## config.mk

```make
export PLATFORM = sky130hd
export DESIGN_NAME = imem_loader_flat
export DESIGN_NICKNAME = d
export VERILOG_FILES = /design/src/rtl/imem_loader_if.sv /design/src/rtl/imem_loader.sv /design/src/flat_wrapper.sv
export SDC_FILE = /design/constraint.sdc
export NUM_CORES = 1
export LEC_CHECK = 0
export CORE_MARGIN = 5
export CORE_UTILIZATION = 54
export CTS_CLUSTER_SIZE = 20
export DETAILED_ROUTE_END_ITERATION = 10
export GPL_ROUTABILITY_DRIVEN = 0
export PLACE_DENSITY = 0.8
export SETUP_SLACK_MARGIN = 0.4
export SLEW_MARGIN = 10
export SYNTH_ARGS = -nofsm -noshare
export SYNTH_HDL_FRONTEND = slang
export SYNTH_SLANG_ARGS = --single-unit
```

## constraint.sdc

```tcl
create_clock -name clk -period 3.07 [get_ports clk]
set_clock_uncertainty 0.2 [all_clocks]
set_input_delay 0.614 -clock clk [delete_from_list [all_inputs] [get_ports clk]]
set_output_delay 0.614 -clock clk [all_outputs]
set_load 0.01 [all_outputs]
```

## src/rtl/imem_loader_if.sv

```systemverilog
// Bundles the two byte/word streams around the instruction-memory loader.
//   rx_data/rx_valid : received byte and its one-cycle strobe (from the UART receiver)
//   we/waddr/wdata   : instruction-RAM write port (byte address, word-aligned)
// master: the loader (consumes bytes, drives RAM writes).
// slave : the environment (UART receiver side plus the RAM).
interface imem_loader_if;
   logic [7:0]  rx_data;
   logic        rx_valid;
   logic        we;
   logic [31:0] waddr;
   logic [31:0] wdata;

   modport master (
      input  rx_data,
      input  rx_valid,
      output we,
      output waddr,
      output wdata
   );

   modport slave (
      output rx_data,
      output rx_valid,
      input  we,
      input  waddr,
      input  wdata
   );
endinterface

```

## src/rtl/imem_loader.sv

```systemverilog
// Boot-time instruction-memory loader.
// Parses frames of the form A5, N, N*4 data bytes (little-endian words), XOR checksum,
// writes each assembled word to the instruction RAM at byte address 4*k and keeps the
// core in reset until a full, checksum-verified image has been loaded.
// Ports:
//   clk         : rising-edge clock
//   reset       : synchronous, active-high
//   bus         : imem_loader_if.master (byte input stream + RAM write port)
//   cpu_reset_o : core reset, low only after a successful load
//   busy_o      : frame in progress
//   done_o      : last frame loaded correctly (level)
//   error_o     : last frame failed (level)
module imem_loader #(
   parameter int unsigned DEPTH   = 16,
   parameter int unsigned TIMEOUT = 100_000
) (
   input  logic                clk,
   input  logic                reset,
   imem_loader_if.master       bus,
   output logic                cpu_reset_o,
   output logic                busy_o,
   output logic                done_o,
   output logic                error_o
);

   localparam int unsigned TmoW   = $clog2(TIMEOUT + 1);
   localparam logic [7:0]  Header = 8'hA5;

   typedef enum logic [2:0] {
      StIdle, StCount, StData, StCheck, StDone, StError
   } state_e;

   state_e            state_q, state_d;
   logic [7:0]        count_q, count_d;
   logic [7:0]        word_idx_q, word_idx_d;
   logic [1:0]        byte_idx_q, byte_idx_d;
   logic [7:0]        xor_q, xor_d;
   // Only the first three bytes need buffering; the fourth goes straight to wdata.
   logic [23:0]       word_q, word_d;
   logic [TmoW-1:0]   tmo_q, tmo_d;
   logic              we_q, we_d;
   logic [31:0]       waddr_q, waddr_d;
   logic [31:0]       wdata_q, wdata_d;
   logic              cpu_reset_q, cpu_reset_d;
   logic              busy_q, busy_d;
   logic              done_q, done_d;
   logic              error_q, error_d;
   logic              in_frame;

   always_comb begin
      state_d     = state_q;
      count_d     = count_q;
      word_idx_d  = word_idx_q;
      byte_idx_d  = byte_idx_q;
      xor_d       = xor_q;
      word_d      = word_q;
      tmo_d       = '0;
      we_d        = 1'b0;
      waddr_d     = waddr_q;
      wdata_d     = wdata_q;

      in_frame = (state_q == StCount) || (state_q == StData) || (state_q == StCheck);
      if (in_frame) begin
         tmo_d = bus.rx_valid ? '0 : tmo_q + TmoW'(1);
      end

      unique case (state_q)
         StIdle, StDone, StError: begin
            if (bus.rx_valid && bus.rx_data == Header) begin
               state_d = StCount;
            end
         end
         StCount: begin
            if (bus.rx_valid) begin
               if (bus.rx_data == 8'd0 || 32'(bus.rx_data) > DEPTH) begin
                  state_d = StError;
               end else begin
                  count_d    = bus.rx_data;
                  word_idx_d = '0;
                  byte_idx_d = '0;
                  xor_d      = '0;
                  state_d    = StData;
               end
            end
         end
         StData: begin
            if (bus.rx_valid) begin
               xor_d      = xor_q ^ bus.rx_data;
               byte_idx_d = byte_idx_q + 2'd1;
               if (byte_idx_q == 2'd3) begin
                  we_d       = 1'b1;
                  waddr_d    = {22'd0, word_idx_q, 2'b00};
                  wdata_d    = {bus.rx_data, word_q};
                  word_idx_d = word_idx_q + 8'd1;
                  if (word_idx_q == count_q - 8'd1) begin
                     state_d = StCheck;
                  end
               end else begin
                  word_d[{byte_idx_q, 3'b000} +: 8] = bus.rx_data;
               end
            end
         end
         StCheck: begin
            if (bus.rx_valid) begin
               state_d = (bus.rx_data == xor_q) ? StDone : StError;
            end
         end
         default: state_d = StIdle;
      endcase

      // Inter-byte silence too long: abandon the frame.
      if (in_frame && !bus.rx_valid && tmo_q == TmoW'(TIMEOUT - 1)) begin
         state_d = StError;
      end

      // Status outputs are registered copies of the next-state decode.
      busy_d      = (state_d == StCount) || (state_d == StData) || (state_d == StCheck);
      cpu_reset_d = (state_d != StDone);
      done_d      = (state_d == StDone);
      error_d     = (state_d == StError);
   end

   always_ff @(posedge clk) begin
      if (reset) begin
         state_q     <= StIdle;
         count_q     <= '0;
         word_idx_q  <= '0;
         byte_idx_q  <= '0;
         xor_q       <= '0;
         word_q      <= '0;
         tmo_q       <= '0;
         we_q        <= 1'b0;
         waddr_q     <= '0;
         wdata_q     <= '0;
         cpu_reset_q <= 1'b1;
         busy_q      <= 1'b0;
         done_q      <= 1'b0;
         error_q     <= 1'b0;
      end else begin
         state_q     <= state_d;
         count_q     <= count_d;
         word_idx_q  <= word_idx_d;
         byte_idx_q  <= byte_idx_d;
         xor_q       <= xor_d;
         word_q      <= word_d;
         tmo_q       <= tmo_d;
         we_q        <= we_d;
         waddr_q     <= waddr_d;
         wdata_q     <= wdata_d;
         cpu_reset_q <= cpu_reset_d;
         busy_q      <= busy_d;
         done_q      <= done_d;
         error_q     <= error_d;
      end
   end

   assign bus.we      = we_q;
   assign bus.waddr   = waddr_q;
   assign bus.wdata   = wdata_q;
   assign cpu_reset_o = cpu_reset_q;
   assign busy_o      = busy_q;
   assign done_o      = done_q;
   assign error_o     = error_q;

endmodule
```

## src/flat_wrapper.sv

```systemverilog
// flat-port wrapper written by rule: the top's interface ports become plain ports
module imem_loader_flat 
#(
   parameter int unsigned DEPTH   = 16,
   parameter int unsigned TIMEOUT = 100_000
)
  (clk, reset, cpu_reset_o, busy_o, done_o, error_o, bus_rx_data, bus_rx_valid, bus_we, bus_waddr, bus_wdata);
  imem_loader_if bus_i ();
  input  logic clk;
  input  logic reset;
  output logic cpu_reset_o;
  output logic busy_o;
  output logic done_o;
  output logic error_o;
  input wire logic [$bits(bus_i.rx_data)-1:0] bus_rx_data;
  input wire logic [$bits(bus_i.rx_valid)-1:0] bus_rx_valid;
  output wire logic [$bits(bus_i.we)-1:0] bus_we;
  output wire logic [$bits(bus_i.waddr)-1:0] bus_waddr;
  output wire logic [$bits(bus_i.wdata)-1:0] bus_wdata;
  assign bus_i.rx_data = bus_rx_data;
  assign bus_i.rx_valid = bus_rx_valid;
  assign bus_we = bus_i.we;
  assign bus_waddr = bus_i.waddr;
  assign bus_wdata = bus_i.wdata;
  imem_loader #(.DEPTH(DEPTH), .TIMEOUT(TIMEOUT)) u_core (.clk(clk), .reset(reset), .bus(bus_i), .cpu_reset_o(cpu_reset_o), .busy_o(busy_o), .done_o(done_o), .error_o(error_o));
endmodule
```

# --- Word-level counts from Yosys, hierarchy flattened ---
# Index checks and enable logic that the tools add are counted.
totals:
  input_bits: 11
  latch_bits: 0
  mem_bits_rw: 0
  wordCells: 91
  rom_bits: 0
  output_inout_bits: 69
  reg_bits: 115
  n_memories: 0
op_classes:
  addsub: 5
  bitwise: 6
  div_mod_pow: 0
  order_cmp: 1
  eq_ne: 20
  n_reduce_logical: 20
  multipliers: 0
  mux: 23
  n_shift: 2
op_table:
  columns: ["operator", "count"]
  rows:
  - ["8-bit 2-to-1 mux", 5]
  - ["8-bit one-hot mux with 2 select lines", 2]
  - ["24-bit bitwise mux", 1]
  - ["3-bit 2-to-1 mux", 8]
  - ["8-bit by 7-bit variable shift with 24-bit output (first input constant)", 1]
  - ["8-bit by 7-bit variable part select with 24-bit output", 1]
  - ["17-bit by 1-bit adder with 17-bit output (second input constant)", 1]
  - ["17-bit equality test (second input constant)", 1]
  - ["8-bit equality test", 2]
  - ["3-bit by 2-bit equality test with 1-bit output (second input constant)", 4]
  - ["3-bit equality test (second input constant)", 4]
  - ["3-bit one-hot mux with 4 select lines", 1]
  - ["3-bit AND reduction", 3]
  - ["3-bit OR reduction", 3]
  - ["8-bit by 1-bit adder with 8-bit output (second input constant)", 1]
  - ["8-bit equality test (second input constant)", 1]
  - ["8-bit by 5-bit > comparator with 1-bit output (second input constant)", 1]
  - ["8-bit logical NOT", 1]
  - ["2-bit != test (second input constant)", 4]
  - ["8-bit by 1-bit subtractor with 8-bit output (second input constant)", 1]
  - ["8-bit bitwise XOR", 1]
  - ["5-bit negation with 7-bit output", 1]
  - ["3-bit by 1-bit equality test with 1-bit output (second input constant)", 2]
  - ["2-bit 2-to-1 mux", 3]
  - ["13 further kinds", 24]

# --- Depth between registers and ports, before layout ---
logic_depth:
  ltp_word: 10
  ltp_mapped: 9
  depth_no_buf: 8

# --- Worst setup path before layout ---
# OpenSTA, ideal clock, no wires.
synth_path:
  kind: "in2reg"
  startpoint: "input port bus_rx_data[0]"
  endpoint: "register u_core.word_idx_q[5]"
  t_arrival_ps: 2029
  setup_slack_ps: 714
  n_path_buf: 2
  required_time_ps: 2742
  setup_time_ps: 128
  cell_stages: 8
  cell_sequence: "buf_4 -> nor4_4 -> xnor2_1 -> nand3_1 -> buf_2 -> a211oi_1 -> xnor2_1 -> nor2_1"
synth_between:
  elab_chain_len: 4
  word_cells_on_any_way: 5
  classes_between: "order compare: 1; eq/ne: 1; reduce/logical: 3"
synth_rtl:
  columns: ["element", "line", "rtl"]
  rows:
  - ["start, declared", "flat_wrapper.sv:15", "input wire logic [$bits(bus_i.rx_data)-1:0] bus_rx_data;"]
  - ["8-bit by 5-bit > comparator with 1-bit output or 8-bit logical NOT (tied branches)", "imem_loader.sv:75", "if (bus.rx_data == 8'd0 || 32'(bus.rx_data) > DEPTH) begin"]
  - ["1-bit logical OR *", "imem_loader.sv:75", null]
  - ["2-bit != test (no source line) *", null, null]
  - ["5-bit AND reduction (no source line) *", null, null]
  - ["end signal, assigned", "imem_loader.sv:142", "word_idx_q <= word_idx_d;"]
  - ["end, declared", "imem_loader.sv:35", "logic [7:0] word_idx_q, word_idx_d;"]
# Mark *: on every way between the ends. The rest lies on a longest branch, timed or not.
# A chain may end at the register's enable or synchronous reset.

# --- Worst setup path after layout ---
layout_path:
  startpoint: "input port bus_rx_data[6]"
  endpoint: "register u_core.busy_q, in the netlist u_core.busy_o"
layout_between:
  elab_chain_len: 9
  word_cells_on_any_way: 18
  classes_between: "order compare: 1; eq/ne: 5; mux: 7; reduce/logical: 5"
layout_rtl:
  columns: ["element", "line", "rtl"]
  rows:
  - ["8-bit by 5-bit > comparator with 1-bit output or 8-bit logical NOT (tied branches)", "imem_loader.sv:75", null]
  - ["1-bit logical OR", "imem_loader.sv:75", null]
  - ["3-bit 2-to-1 mux", "imem_loader.sv:75", null]
  - ["3-bit 2-to-1 mux", "imem_loader.sv:74", "if (bus.rx_valid) begin"]
  - ["3-bit one-hot mux with 4 select lines *", "imem_loader.sv:67", "unique case (state_q)"]
  - ["3-bit 2-to-1 mux *", "imem_loader.sv:112", "if (in_frame && !bus.rx_valid && tmo_q == TmoW'(TIMEOUT - 1)) begin"]
  - ["3-bit by 1-bit equality test with 1-bit output or 3-bit by 2-bit equality test with 1-bit output (tied branches)", "imem_loader.sv:117", "busy_d = (state_d == StCount) || (state_d == StData) || (state_d == StCheck);"]
  - ["1-bit logical OR", "imem_loader.sv:117", null]
  - ["1-bit logical OR *", "imem_loader.sv:117", null]
  - ["end signal, assigned", "imem_loader.sv:151", "busy_q <= busy_d;"]
  - ["end, declared", "imem_loader.sv:45", "logic busy_q, busy_d;"]
# Marked as above.

==> impl_results.md <==
- Status: completed
- Crit start category: input port
- Buffer count from post-CTS setup fixing: 0
- Final ANT Viol Nets: 0
- Synth Flop Type: dfxtp_1
- WHS: 0.1868 ns
- Final setup viols: 0
- Port Buf Inserts: 55
- Synth top area share: 44.83%
- Slew at the pin closest to its max-slew limit: 0.8704 ns
- Vias: 4,471
- Critical path capture point type: flop
- Peak supply drop: 0.3463 mV
- DRT Wirelength: 12.08 mm
- Final Cell Area: 6304 µm²
- Leak pwr: 2.240 nW
- Number of diodes: 0
- Drt drc: 0
- Die W: 107.5 µm
- Req. time, crit path: 3.24 ns
- Most frequent cells after synthesis: 133 x nand2_1, 115 x dfxtp_1, 82 x a21oi_1
- Antenna violations before repair: 0
- Layout cell share with drive strength beyond 1: 8.974%
- Arr. time, crit path: 2.63 ns
- Period utilization: 80.18%
- Sequential fraction of the synthesis area: 44.83%
- Most common cell in the synthesized netlist: nand2_1
- CTS tree: done
- Synth Cell Area: 5135 µm²
- Avg Cell Area, Syn: 8.061 µm²
- EDFF count, synth: 0
- Async set or reset register ratio after synthesis: 0%
- Critical-path top delay cell: clkdlybuf4s50_1
- Final Hold Fails: 0
- Avg WL per Cell: 14.54 µm
- Drt pass-1 iters: 5
- # hold bufs at CTS: 0
- Total power: 3.567 mW
- Clk sink count: 115
- Clk pin slew, worst setup/hold paths: 0.05 ns
- # IOs: 80
- CP Cell Sequence: clkdlybuf4s50_1, nor2b_1, a2111o_1, nor4_1, a31oi_1, nor3_4, a311oi_2
- Die area: 11,560 µm²
- Core area: 9240 µm²
- CTS resizes: 0
- Largest net degree at the start of global routing: 44
- Die Span Y: 107.5 µm
- Power Dens Cells: 565.8 nW/µm²
- Total GRT Usage: 21.64%
- Hold crit path type: in -> reg
- Gr ovfl total: 0
- Vias in the first global route: 4,280
- Max-Cap Viols: 0
- Clock Latency Late Sink: 0.51 ns
- CP peak stage delay: 0.67 ns
- Effective utilization at floorplan: 55.57%
- Min Clock Period, post-route: 2.461 ns
- YS warnings: 0
- DR vias/cell: 5.380
- Final #Nets: 708
- CTS max path bufs: 2
- Crit path kind: in -> reg
- Sum Neg Setup Slack: 0 ns
- Final core utilization: 68.22%
- Area Overhead vs Synth: 22.76%
- CTS H-tree lvls: 4
- Global-route wire length before repair: 20.15 mm
- Final Max Tran Viols: 0
- Placed inst area: 5698 µm²
- RSZ-0062 raised after global routing: false
- Critical path peak fanout: 8
- Clock root buffer master: clkbuf_8
- Syn Inst Count: 637
- Synth area leaders: dfxtp_1 45%, nand2_1 9.7%, a21oi_1 8.0%
- DP HPWL: 8.339 mm
- Cts bufs inserted: 17
- Synth unique cells: 55
- Rel. slew slack: 41.84%
- Synth Register Bits: 115
- Rows: 35
- Fmax: 0.4063 GHz
- Synth area leader: dfxtp_1
- DR iter-0 viols: 309
## path summary, 6_finish.rpt
path	to	cells past startpoint	slack (ns)	start
min reg2reg	u_core.bus.wdata[0]$_SDFFE_PP0P_	2	0.25	u_core.bus.wdata[0]$_SDFFE_PP0P_
min	u_core.busy_o$_SDFF_PP0_	2	0.19	reset
max	u_core.busy_o$_SDFF_PP0_	7	0.61	bus_rx_data[6]
max reg2reg	u_core.busy_o$_SDFF_PP0_	7	0.68	u_core.count_q[0]$_SDFFE_PP0P_
## cell usage in the layout (no fill, tap or decap), types with 3 or more instances in the layout
cell / n
nor3_1: 5
clkinv_4: 5
clkbuf_16: 16
and3_1: 6
inv_6: 3
ha_1: 8
nand2_1: 133
nor3b_1: 3
xor2_1: 15
nand2b_1: 3
nor4_1: 8
or3_1: 7
xnor2_1: 19
a21oi_1: 82
inv_1: 16
nor2_1: 54
a31oi_1: 3
o21ai_0: 13
buf_4: 18
conb_1: 24
bufinv_16: 3
and2_1: 3
nand3_1: 37
dfxtp_1: 115
clkdlybuf4s50_1: 54
nor2b_1: 7
mux2i_1: 3
## flip-flops by register name, summed over array words and instances (netlist names), 2 cells and up
name and cells:
u_core.word_q 24, u_core.word_idx_q 8, u_core.bus.wdata 32, u_core.count_q 8, u_core.tmo_q 17, u_core.xor_q 8, u_core.bus.waddr 8, u_core.byte_idx_q 2
u_core.state_q 3
## layout make-up
| class | instances | area, µm² |
|---|---|---|
| fill | 718 | 2937 |
| multi-input combinational | 466 | 2494 |
| sequential | 115 | 2302 |
| timing repair buffer | 73 | 680.7 |
| clock buffer | 18 | 427.9 |
| clock inverter | 14 | 177.7 |
| tap | 129 | 161.4 |
| inverter | 16 | 60.06 |
## through the flow
step | std cells | worst slack (ns)
finish | 831 | 0.6086
global route | 831 | 0.5007
CTS | 831 | 0.6401
detailed placement | 799 | 0.1928
global placement | 799 | 0.2181
floorplan | 660 | 0.7137
## worst max-delay path, delay by kind of cell
family                 cells  cell delay, ns
AND/OR/NAND/NOR            3            0.66
buffers and inverters      1            0.67
AO/OA/AOI/OAI              3            0.69
## cell families (layout without fill, tap and decap cells)
group / Yosys count / after routing / share of synthesized area, %
buffers and inverters: 79 / 121 / 8.284
muxes: 3 / 3 / 0.5848
and+or+nand+nor: 283 / 283 / 25.73
AOI/OAI and AO/OA: 114 / 114 / 12.74
adders and majority gates: 8 / 8 / 1.949
DFF: 115 / 115 / 44.83
xor gates and xnor gates: 34 / 34 / 5.799
other: 1 / 24 / 0.07303
## layer usage
metal / track usage [%] / share of wire (%) / up-vias
li1: - / - / 2189
met1: 27.03 / 42 / 2095
met2: 37.21 / 50 / 170
met3: 5.159 / 6.2 / 17
met4: 5.951 / 0.95 / 0
met5: 0 / 0 / -
## report_power, final
group          internal, mW  leakage [nW]  switching, mW  total, mW
Sequential             1.49         0.926       0.000140       1.49
Clock                  1.27         0.296          0.715       1.98
Combinational        0.0257          1.02         0.0658     0.0915
Total                  2.79          2.24          0.781       3.57
Note: power is estimated with default switching activity, not from simulation.
